## src/rtl/mem_write_arbiter.sv

```systemverilog
// Memory write-port arbiter: CPU stores pass straight through, a block-fill engine
// uses free slots and, after STARVE_LIMIT consecutive CPU wins, steals one slot.
module mem_write_arbiter #(
  parameter int unsigned STARVE_LIMIT = 4
) (
  input  logic        clk,
  input  logic        rst,
  input  logic        cpu_wen,
  input  logic [15:0] cpu_waddr,
  input  logic [15:0] cpu_wdata,
  output logic        cpu_stall,
  input  logic        fill_start,
  input  logic [15:0] fill_base,
  input  logic [15:0] fill_count,
  input  logic [15:0] fill_value,
  output logic        fill_busy,
  output logic        fill_done,
  output logic        mem_wen,
  output logic [15:0] mem_waddr,
  output logic [15:0] mem_wdata
);

  localparam int unsigned CntW = (STARVE_LIMIT < 2) ? 1 : $clog2(STARVE_LIMIT + 1);
  localparam logic [CntW-1:0] Limit = CntW'(STARVE_LIMIT);
  localparam bit HasLimit = (STARVE_LIMIT != 0);

  typedef enum logic [1:0] {StIdle, StFill, StDone} state_t;

  state_t          r_state;
  logic [15:0]     r_addr;
  logic [15:0]     r_remaining;
  logic [15:0]     r_value;
  logic [CntW-1:0] r_starve_cnt;

  logic w_in_fill;
  logic w_starved;
  logic w_fill_grant;

  always_comb begin
    w_in_fill    = (r_state == StFill);
    w_starved    = HasLimit && (r_starve_cnt >= Limit);
    w_fill_grant = w_in_fill && (!cpu_wen || w_starved);
  end

  // Outputs are forced low while rst is asserted, independent of the cpu_* inputs.
  always_comb begin
    mem_wen   = 1'b0;
    mem_waddr = 16'h0000;
    mem_wdata = 16'h0000;
    cpu_stall = 1'b0;
    fill_busy = 1'b0;
    fill_done = 1'b0;
    if (!rst) begin
      if (w_fill_grant) begin
        mem_wen   = 1'b1;
        mem_waddr = r_addr;
        mem_wdata = r_value;
      end else if (cpu_wen) begin
        mem_wen   = 1'b1;
        mem_waddr = cpu_waddr;
        mem_wdata = cpu_wdata;
      end
      cpu_stall = w_fill_grant && cpu_wen;
      fill_busy = w_in_fill;
      fill_done = (r_state == StDone);
    end
  end

  always_ff @(posedge clk or posedge rst) begin
    if (rst) begin
      r_state      <= StIdle;
      r_addr       <= 16'h0000;
      r_remaining  <= 16'h0000;
      r_value      <= 16'h0000;
      r_starve_cnt <= '0;
    end else begin
      unique case (r_state)
        StIdle: begin
          r_starve_cnt <= '0;
          if (fill_start) begin
            r_addr      <= fill_base;
            r_remaining <= fill_count;
            r_value     <= fill_value;
            r_state     <= (fill_count == 16'h0000) ? StDone : StFill;
          end
        end
        StFill: begin
          if (w_fill_grant) begin
            r_addr       <= r_addr + 16'h0001;
            r_remaining  <= r_remaining - 16'h0001;
            r_starve_cnt <= '0;
            if (r_remaining == 16'h0001) begin
              r_state <= StDone;
            end
          end else if (HasLimit) begin
            r_starve_cnt <= r_starve_cnt + CntW'(1);
          end
        end
        StDone: begin
          r_starve_cnt <= '0;
          r_state      <= StIdle;
        end
        default: begin
          r_starve_cnt <= '0;
          r_state      <= StIdle;
        end
      endcase
    end
  end

endmodule

```

## config.mk

```make
export PLATFORM = sky130hd
export DESIGN_NAME = mem_write_arbiter
export DESIGN_NICKNAME = d
export VERILOG_FILES = /design/src/rtl/mem_write_arbiter.sv
export SDC_FILE = /design/constraint.sdc
export NUM_CORES = 1
export LEC_CHECK = 0
export CORE_ASPECT_RATIO = 1.25
export CORE_MARGIN = 2
export CORE_UTILIZATION = 35
export CTS_CLUSTER_SIZE = 14
export DETAILED_ROUTE_END_ITERATION = 16
export HOLD_SLACK_MARGIN = 0.1
export PLACE_DENSITY = 0.66
export SLEW_MARGIN = 20
export SYNTH_ARGS = -nofsm -noshare
export SYNTH_HDL_FRONTEND = slang
export SYNTH_SLANG_ARGS = --single-unit
```

## constraint.sdc

```tcl
create_clock -name clk -period 4.2 [get_ports clk]
set_input_delay 1.05 -clock clk [delete_from_list [all_inputs] [get_ports clk]]
set_output_delay 1.05 -clock clk [all_outputs]
set_load 0.02 [all_outputs]
```

==> flow_metrics.py, run 1 <==
metrics = {
    "synth": {
        "postSynthCellCount": 418,
        "ys_async_sr_fraction_pct": 100,
        "synth.distinct_cells": 59,
        "syn_area_per_cell_um2": 8.27,
        "synth_edf_count": 0,
        "syn_area_um2": 3460,
        "ys_seq_area_share_pct": 38.4,
        "yosys_register_bits": 53,
        "syn_nets": 506,
        "yosys_warnings": 0,
        "ys.flop_type": "dfrtp_1",
    },
    "critical_path": {
        "crit_path_end_kind": "output pin",
        "crit_path_max_fanout": 37,
        "crit_type": "input port to output pin",
        "startpoint_type": "input port",
        "cp.arrival_ns": 2.92,
        "worstPathRequired_ns": 3.15,
    },
    "global_route": {
        "grt_pass1_wl_um": 17800,
        "antenna_found_initial": 0,
        "grt_usage_pct": 20.7,
        "grt_pass1_vias": 3503,
        "grt_max_degree": 54,
        "overflow": 0,
    },
    "sta": {
        "rsz0062_at_grt": "false",
        "setup_violations": 0,
        "fmax_ghz": 0.252,
        "tightest_slew_ns": 0.867,
        "setup_tns_ns": 0,
        "relSlewSlack_pct": 42.2,
        "period_minus_slack_ns": 3.97,
        "drv_slew": 0,
        "worst_slack_ns": 0.232,
        "fin_skew_ns": 0.00366,
        "fin_crit_sh_pct": 94.5,
        "hold_viol_final": 0,
    },
    "floorplanning": {
        "core-area_um2": 9610,
        "dieHeight_um": 115,
        "top_level_ports": 120,
        "die_area_um2": 10700,
        "rows": 40,
        "fp.dieW_um": 92.9,
        "start_util_pct": 36.0,
    },
    "layout": {
        "drive_above_1_share_pct": 8.45,
        "nFillCells": 955,
        "syn_to_final_growth_pct": 41.6,
        "final_util_pct": 51.0,
        "num_antenna_cells": 0,
        "fin_nets": 608,
    },
    "clock_network": {
        "cts_buffers": 5,
        "cts_sinks": 53,
        "cts_root_buf": "clkbuf_16",
        "cts_resized": 0,
        "clkTransAtPathRegs_ns": 0.07,
        "clock_latency_ns": 0.29,
        "cts_tree": "built",
        "clock_path_buffers": 2,
        "post-cts-setup-buffers": 0,
        "htree_levels": 2,
        "cts_hold_buf": 0,
    },
    "placed_design": {
        "pre_cts_ws_ns": 0.230,
        "dp_hpwl_um": 7770,
        "gp_congestion": 0.794,
        "port_buffers": 119,
    },
    "outcome": {
        "status": "completed",
    },
    "run": {
        "cap_violations": 0,
    },
    "routing": {
        "viasPerCell": 5.60,
        "wl_um": 11100,
        "postRouteAntennaNets": 0,
        "detailroute.via_count": 3621,
        "route.detailed.drc": 0,
        "first_pass_iters": 4,
        "wl_per_cell_um": 17.1,
        "initialDrtViolationCount": 218,
    },
    "pwr": {
        "leakagePower_uw": 0.00191,
        "peakVddDrop_mv": 0.241,
        "power_density_nw_per_um2": 473,
    },
    "min_path": {
        "worstHoldPathType": "flop to flop",
    },
}
## final timing paths
| check | start | end | cells after the start | slack [ns] |
|---|---|---|---|---|
| max | cpu_wen | mem_waddr[0] | 7 | 0.23 |
| min | r_starve_cnt[0] | r_starve_cnt[0] | 1 | 0.47 |
| max reg2reg | r_state[0] | r_value[11] | 3 | 1.86 |
| min reg2reg | r_starve_cnt[0] | r_starve_cnt[0] | 1 | 0.47 |
| max in group asynchronous | rst | r_remaining[3] | 4 | 2.18 |
| min in group asynchronous | rst | r_value[14] | 4 | 1.55 |
## power by group
group / switching [uW] / leakage [uW] / total (uW) / internal (uW)
logic: 454 / 0.00121 / 911 / 458
registers: 242 / 0.000628 / 967 / 724
clock network: 185 / 0.0000799 / 438 / 253
total: 882 / 0.00191 / 2320 / 1430
## kinds of logic after synthesis
| kind of cell | count (synthesis) | share of synthesized area [%] |
|---|---|---|
| adders and majority gates | 4 | 1.45 |
| and+or+nand+nor | 183 | 26.3 |
| AOI/OAI and AO/OA | 120 | 22.3 |
| muxes | 19 | 6.12 |
| DFF | 53 | 38.4 |
| buffers and inverters | 39 | 5.47 |
## Yosys cell counts, types with 2 or more instances
library cell	instances	area, um^2
and2_1	5	31.3
mux2_2	16	180
o31ai_1	2	15.0
nand2b_1	2	12.5
nor4_1	10	62.6
buf_1	6	22.5
nand3_1	43	215
a2bb2oi_1	5	43.8
a21oi_1	52	260
nand2_1	54	203
o21a_1	2	15.0
o22ai_1	6	37.5
buf_6	3	33.8
or3_1	4	25.0
a31o_2	2	17.5
a22oi_1	3	22.5
a31oi_1	4	25.0
ha_1	4	50.1
nor3_1	12	60.1
a211oi_1	4	30.0
o22a_1	2	17.5
nand4_1	5	31.3
clkbuf_1	13	48.8
nor3b_1	3	22.5
a311oi_1	3	26.3
dfrtp_1	53	1330
or4_1	5	37.5
o21ai_0	17	85.1
and3_1	4	25.0
inv_1	5	18.8
buf_4	2	15.0
a211o_1	2	17.5
buf_2	10	50.1
mux2i_1	2	20.0
nor2_1	26	97.6
o2bb2ai_1	4	35.0
## worst max-delay path: stages
cell and delay [ns]:
clkdlybuf4s50_1 0.44, nor2b_4 0.15, nor2_2 0.15, buf_12 0.21, a32oi_1 0.12, nor2_1 0.15, clkdlybuf4s50_1 0.63
## registers in the layout (all words and copies together) (netlist names)
| register | count |
|---|---|
| r_addr | 16 |
| r_remaining | 16 |
| r_starve_cnt | 3 |
| r_state | 2 |
| r_value | 16 |
## layout make-up
type | instances | area, um^2 | share of cell area [%]
Timing Repair Buffer | 129 | 1290 | 26.4
Clock inverter | 1 | 5.00 | 0.102
Sequential cell | 53 | 1330 | 27.1
Clock buffer | 7 | 153 | 3.12
Tap cell | 126 | 158 | 3.22
Multi-Input combinational cell | 326 | 1940 | 39.7
Inverter | 5 | 18.8 | 0.383
## routing by layer
metal | track usage (%) | part of all wire [%] | vias to the layer above
met4 | 4.22 | 1.2 | 0
met5 | 0 | 0 | -
met1 | 25.6 | 42 | 1740
met2 | 36.7 | 51 | 114
li1 | - | - | 1753
met3 | 5.18 | 6.6 | 14
## metrics by stage
stage               hold WS, ns  cells  power, uW  area (um^2)
global route              0.497    647       2480         4900
CTS                       0.483    647       2320         4900
floorplan                 0.418    418       1520         3460
finish                    0.470    647       2320         4900
detailed placement        0.473    639       1880         4740
global placement          0.453    639       1850         4740
## cell usage in the layout (no fill, tap or decap), types with 6 or more instances in the layout
cell and n:
nor2_1 26, o21ai_0 17, buf_4 8, nor3_1 12, o22ai_1 6, a21oi_1 52
dfrtp_1 53, mux2_2 16, clkdlybuf4s50_1 119, nand3_1 43, nand2_1 54, nor4_1 10
Power figures use the tool's default switching activity.
==> run 2, diff against run 1 <==
--- a/config.mk
+++ b/config.mk
@@ -5,13 +5,14 @@
 export SDC_FILE = /design/constraint.sdc
 export NUM_CORES = 1
 export LEC_CHECK = 0
+export ABC_AREA = 1
 export CORE_ASPECT_RATIO = 1.25
 export CORE_MARGIN = 2
 export CORE_UTILIZATION = 35
 export CTS_CLUSTER_SIZE = 14
 export DETAILED_ROUTE_END_ITERATION = 16
 export HOLD_SLACK_MARGIN = 0.1
-export PLACE_DENSITY = 0.66
+export PLACE_DENSITY = 0.65
 export SLEW_MARGIN = 20
 export SYNTH_ARGS = -nofsm -noshare
 export SYNTH_HDL_FRONTEND = slang
==> run 2 against run 1 <==
  * Global-route usage grew 0.52 points
  * Worst hold slack lost 0.034 ns
  * Critical path depth did not move
  * Critical path type unchanged
  * Clock skew down 0.0014 ns
  * Critical endpoint is now mem_waddr[3]
  * Synthesized cell count increased by 37%
==> flow_metrics.py, run 2 <==
metrics = {
    "synth": {
        "synth_top_cell_by_area": "dfrtp_1",
        "ys_top_cells_by_count": "184 x nand2_1, 89 x nor2_1, 53 x dfrtp_1",
        "syn_area_um2": 3660,
        "syn_nets": 660,
        "ys_seq_area_share_pct": 36.2,
        "synth_top_area_share_pct": 36.2,
        "yosysMostFrequentCell": "nand2_1",
        "synth.distinct_cells": 33,
        "syn_area_per_cell_um2": 6.40,
        "yosys_register_bits": 53,
        "yosys_warnings": 0,
        "ys.flop_type": "dfrtp_1",
        "postSynthCellCount": 572,
        "synth_edf_count": 0,
        "synth_area_leaders": "dfrtp_1 36%, nand2_1 19%, nor2_1 9.1%, a21oi_1 6.6%, nand3_1 6.3%",
        "ys_async_sr_fraction_pct": 100,
    },
    "global_route": {
        "top_usage_layer": "met2",
        "gr-usage-met1_pct": 26.8,
        "grt_usage_pct": 21.2,
        "use_met2_pct": 35.9,
        "grt_pass1_vias": 3992,
        "overflow": 0,
        "grt_max_degree": 48,
        "grt_pass1_wl_um": 19200,
        "antenna_found_initial": 1,
        "grtUsageMet3_pct": 4.21,
    },
    "placed_design": {
        "pre_cts_ws_ns": 0.239,
        "gp_congestion": 0.833,
        "dp_hpwl_um": 8800,
        "port_buffers": 119,
    },
    "layout": {
        "drive_above_1_share_pct": 3.98,
        "syn_to_final_growth_pct": 38.5,
        "largest_registers": "r_addr (16), r_remaining (16), r_value (16)",
        "final_common_cell": "nand2_1",
        "layout_common_cells": "184 x nand2_1, 119 x clkdlybuf4s50_1, 89 x nor2_1",
        "final_util_pct": 49.9,
        "fin_nets": 766,
    },
    "floorplanning": {
        "dieHeight_um": 118,
        "top_level_ports": 120,
        "fp.dieW_um": 95.5,
        "die_area_um2": 11300,
        "start_util_pct": 36.0,
        "core-area_um2": 10200,
        "rows": 41,
    },
    "pwr": {
        "power_frac_seq_pct": 32.5,
        "clkPwrFrac_pct": 13.3,
        "leakagePower_uw": 0.00227,
        "switching_power_uw": 1480,
        "power.internal_uw": 1610,
        "peakVddDrop_mv": 0.247,
        "p_sw_share_pct": 47.9,
        "power_frac_comb_pct": 54.2,
        "finalPower_uw": 3090,
        "power_density_nw_per_um2": 609,
    },
    "min_path": {
        "worstHoldPathType": "flop to flop",
    },
    "critical_path": {
        "r2r_cells": 10,
        "reg2reg_to": "r_remaining[10]",
        "crit_path_end_kind": "output pin",
        "crit_path_max_fanout": 15,
        "reg2reg_slack_ns": 1.90,
        "cp_slowest_cell": "clkdlybuf4s50_1",
        "endpoint": "mem_waddr[3]",
        "crit_path_cell_trace": "clkdlybuf4s50_1, nand2_2, inv_2, nor2_4, buf_4, a211oi_1, clkdlybuf4s50_1",
        "r2r_start": "r_state[1]",
        "cpMostUsedCell": "clkdlybuf4s50_1",
        "worstPathRequired_ns": 3.15,
        "startpoint_type": "input port",
        "crit_type": "input port to output pin",
        "startpoint": "cpu_wen",
        "max_stage_delay_ns": 0.66,
        "cp.arrival_ns": 2.91,
    },
    "sta": {
        "relSlewSlack_pct": 65.5,
        "fin_skew_ns": 0.00222,
        "rsz0062_at_grt": "false",
        "setup_tns_ns": 0,
        "tightest_slew_ns": 0.517,
        "setup_violations": 0,
        "fin_crit_sh_pct": 94.3,
        "worst_slack_ns": 0.237,
        "period_minus_slack_ns": 3.96,
        "drv_slew": 0,
        "fmax_ghz": 0.252,
        "hold_viol_final": 0,
    },
    "clock_network": {
        "cts_resized": 0,
        "clkTransAtPathRegs_ns": 0.07,
        "cts_buffers": 5,
        "post-cts-setup-buffers": 0,
        "clock_path_buffers": 2,
        "cts_hold_buf": 0,
        "cts_root_buf": "clkbuf_16",
        "clock_latency_ns": 0.29,
        "cts_tree": "built",
        "cts_sinks": 53,
        "htree_levels": 2,
    },
    "routing": {
        "wl_um": 11800,
        "postRouteAntennaNets": 0,
        "route.detailed.drc": 0,
        "viasPerCell": 5.06,
        "first_pass_iters": 4,
        "detailroute.via_count": 4086,
        "wl_per_cell_um": 14.6,
        "initialDrtViolationCount": 277,
    },
    "outcome": {
        "status": "completed",
    },
    "run": {
        "cap_violations": 0,
    },
}
## run 2: changes by cell type in the layout (fill, tap and decap cells not counted), moves of 10 or more
cell,change
nor4_1,-10
nand2_1,+130
nor3_1,-11
nor2_1,+63
inv_1,+33
mux2_2,-16
o21ai_0,+23
## run 2: stage by stage
stage / hold WS, ns / cell area (um^2) / std cells
after detailed placement: 0.422 / 4920 / 800
final: 0.437 / 5070 / 808
after global routing: 0.488 / 5070 / 808
after floorplan: 0.408 / 3660 / 572
after global placement: 0.420 / 4920 / 800
after CTS: 0.431 / 5070 / 807
## run 2: how the worst min path moves through the flow
stage,slack [ns],endpoint,depth (start not counted),startpoint
detailed placement,0.42,r_starve_cnt[0],1,r_starve_cnt[0]
global route,0.49,r_starve_cnt[0],1,r_starve_cnt[0]
CTS,0.43,r_starve_cnt[0],1,r_starve_cnt[0]
floorplan,0.41,r_starve_cnt[0],1,r_starve_cnt[0]
finish,0.44,r_starve_cnt[0],1,r_starve_cnt[0]
global placement,0.42,r_starve_cnt[0],1,r_starve_cnt[0]
## run 2: metal layers
| layer | vias up | wire length [um] |
|---|---|---|
| li1 | 2057 | - |
| met2 | 111 | 5890 |
| met3 | 24 | 632 |
| met1 | 1894 | 4960 |
| met4 | 0 | 315 |
| met5 | - | 0 |
## run 2: layout make-up
cell class	count	area, um^2
clock buffers	7	143
inverters	43	164
fillers	1015	5090
repair buffers	128	1260
diodes	1	2.50
flip-flops and latches	53	1330
multi-input cells	447	2010
well taps	129	161
## run 2: logic make-up after synthesis
group                    count (synthesis)  share of synthesized area, %
AND/OR/NAND/NOR                        333                          37.4
AO/OA/AOI/OAI                          108                          15.8
adder cells (fa/ha/maj)                  4                          1.37
buffers and inverters                   72                          8.72
flip-flops                              53                          36.2
XOR/XNOR                                 2                         0.479
## run 2: power groups by stage
stage                     sequential, uW  clock [uW]  combinational [uW]
after floorplan                      919           0                1240
after global placement               996           0                1640
after detailed placement            1000           0                1670
after CTS                            997         421                1680
after global routing                1030         443                1900
final                               1000         412                1670
## run 2: critical path: cells and delay by family
family	cells	cell delay, ns
buf+inv	4	1.46
compound gates	1	0.27
simple gates	2	0.13
==> run 3, diff against run 2 <==
--- a/config.mk
+++ b/config.mk
@@ -9,7 +9,7 @@
 export CORE_ASPECT_RATIO = 1.25
 export CORE_MARGIN = 2
 export CORE_UTILIZATION = 35
-export CTS_CLUSTER_SIZE = 14
+export CTS_BUF_LIST = sky130_fd_sc_hd__clkbuf_16
 export DETAILED_ROUTE_END_ITERATION = 16
 export HOLD_SLACK_MARGIN = 0.1
 export PLACE_DENSITY = 0.65
==> run 3 against run 2 <==
  * Sequential power hardly changed
  * Clock power is 5.1% lower
  * Via count is 1.2% higher
  * Count of clock-buffer cells in the layout is 2 lower
  * Routed wire length is 0.21% higher
  * Worst setup slack worse by 0.013 ns
  * Cell count stayed put
  * Largest power group unchanged
  * Maximum frequency is 0.33% lower
==> flow_metrics.py, run 3 (synthesis results as in run 2) <==
metrics = {
    "outcome": {
        "status": "completed",
    },
    "clock_network": {
        "clkTransAtPathRegs_ns": 0.07,
        "cts_hold_buf": 0,
        "cts_root_buf": "clkbuf_16",
        "cts_buffers": 5,
        "cts_sinks": 53,
        "clock_latency_ns": 0.29,
        "htree_levels": 2,
        "post-cts-setup-buffers": 0,
        "cts_tree": "built",
        "cts_resized": 0,
        "clock_path_buffers": 2,
    },
    "global_route": {
        "grt_pass1_wl_um": 19200,
        "grt_max_degree": 48,
        "overflow": 0,
        "grt_usage_pct": 21.2,
        "grt_pass1_vias": 3980,
        "antenna_found_initial": 1,
    },
    "placed_design": {
        "placed_cell_area_um2": 4920,
        "port_buffers": 119,
        "placed_cells": 800,
        "dp_hpwl_um": 8800,
        "gp_congestion": 0.833,
    },
    "sta": {
        "drv_slew": 0,
        "hold_viol_final": 0,
        "fin_skew_ns": 0.00352,
        "setup_tns_ns": 0,
        "rsz0062_at_grt": "false",
        "tightest_slew_ns": 0.524,
        "fin_crit_sh_pct": 94.7,
        "period_minus_slack_ns": 3.98,
        "fmax_ghz": 0.252,
        "setup_violations": 0,
        "relSlewSlack_pct": 65.0,
    },
    "layout": {
        "syn_to_final_growth_pct": 38.3,
        "final_common_cell": "nand2_1",
        "layout_common_cells": "184 x nand2_1, 119 x clkdlybuf4s50_1, 89 x nor2_1",
        "largest_registers": "r_addr (16), r_remaining (16), r_value (16)",
        "fin_nets": 766,
        "postLayoutCellArea_um2": 5060,
        "drive_above_1_share_pct": 3.83,
        "nFillCells": 1017,
        "instances_no_fill": 808,
    },
    "critical_path": {
        "crit_type": "input port to output pin",
        "cp.arrival_ns": 2.93,
        "crit_path_end_kind": "output pin",
        "crit_path_max_fanout": 15,
        "startpoint_type": "input port",
        "worstPathRequired_ns": 3.15,
    },
    "routing": {
        "initialDrtViolationCount": 309,
        "first_pass_iters": 4,
        "postRouteAntennaNets": 0,
        "route.detailed.drc": 0,
        "wl_per_cell_um": 14.6,
        "detailroute.via_count": 4136,
        "wl_um": 11800,
        "viasPerCell": 5.12,
    },
    "pwr": {
        "leakagePower_uw": 0.00227,
        "power_density_nw_per_um2": 607,
        "peakVddDrop_mv": 0.246,
        "finalPower_uw": 3070,
    },
    "run": {
        "cap_violations": 0,
    },
    "floorplanning": {
        "rows": 41,
        "start_util_pct": 36.0,
        "top_level_ports": 120,
        "die_area_um2": 11300,
        "fp.dieW_um": 95.5,
        "core-area_um2": 10200,
        "dieHeight_um": 118,
    },
    "min_path": {
        "worstHoldPathType": "flop to flop",
    },
}
run 3: power by group:
part	internal, uW	total (uW)	leakage [uW]	switching (uW)
Clock	214	391	0.0000685	177
Combinational	616	1680	0.00156	1060
Sequential	755	1000	0.000644	246
Total	1590	3070	0.00227	1480
run 3: routing by layer:
metal	vias to the layer above	routed length [um]	global-route usage [%]
met4	0	325	6.88
met5	-	0	0
met1	1925	4930	26.8
li1	2051	-	-
met2	135	5780	35.6
met3	25	769	4.33
run 3: metrics by stage:
step           utilization, %  setup slack, ns  hold slack [ns]
2_1_floorplan               -            0.637            0.408
5_1_grt                  49.8            0.141            0.488
4_1_cts                  49.8            0.222            0.431
6_report                 49.8            0.224            0.435
3_5_place_dp             48.5            0.239            0.422
3_3_place_gp             48.5            0.268            0.420
run 3: layout make-up:
class                   instances  area, um^2  area share (%)
flip-flops and latches         53        1330            26.2
diodes                          1        2.50          0.0495
inverters                      43         164            3.24
well taps                     129         161            3.19
repair buffers                128        1260            24.9
clock buffers                   5         125            2.47
multi-input cells             447        2010            39.8
clock inverters                 2        7.51           0.148
run 3: critical path, stage by stage:
cell             delay [ns]
clkdlybuf4s50_1        0.51
nand2_2                0.09
inv_2                  0.11
nor2_4                 0.04
buf_4                  0.19
a211oi_1               0.28
clkdlybuf4s50_1        0.66
run 3: path summary, 6_finish.rpt:
path / from / to / slack [ns] / cells past startpoint
max in group asynchronous: rst / r_addr[11] / 2.21 / 3
hold reg to reg: r_starve_cnt[0] / r_starve_cnt[0] / 0.43 / 1
hold / removal: r_starve_cnt[0] / r_starve_cnt[0] / 0.43 / 1
min in group asynchronous: rst / r_value[15] / 1.19 / 2
setup / recovery: cpu_wen / mem_waddr[3] / 0.22 / 7
setup reg to reg: r_state[1] / r_remaining[10] / 1.92 / 10
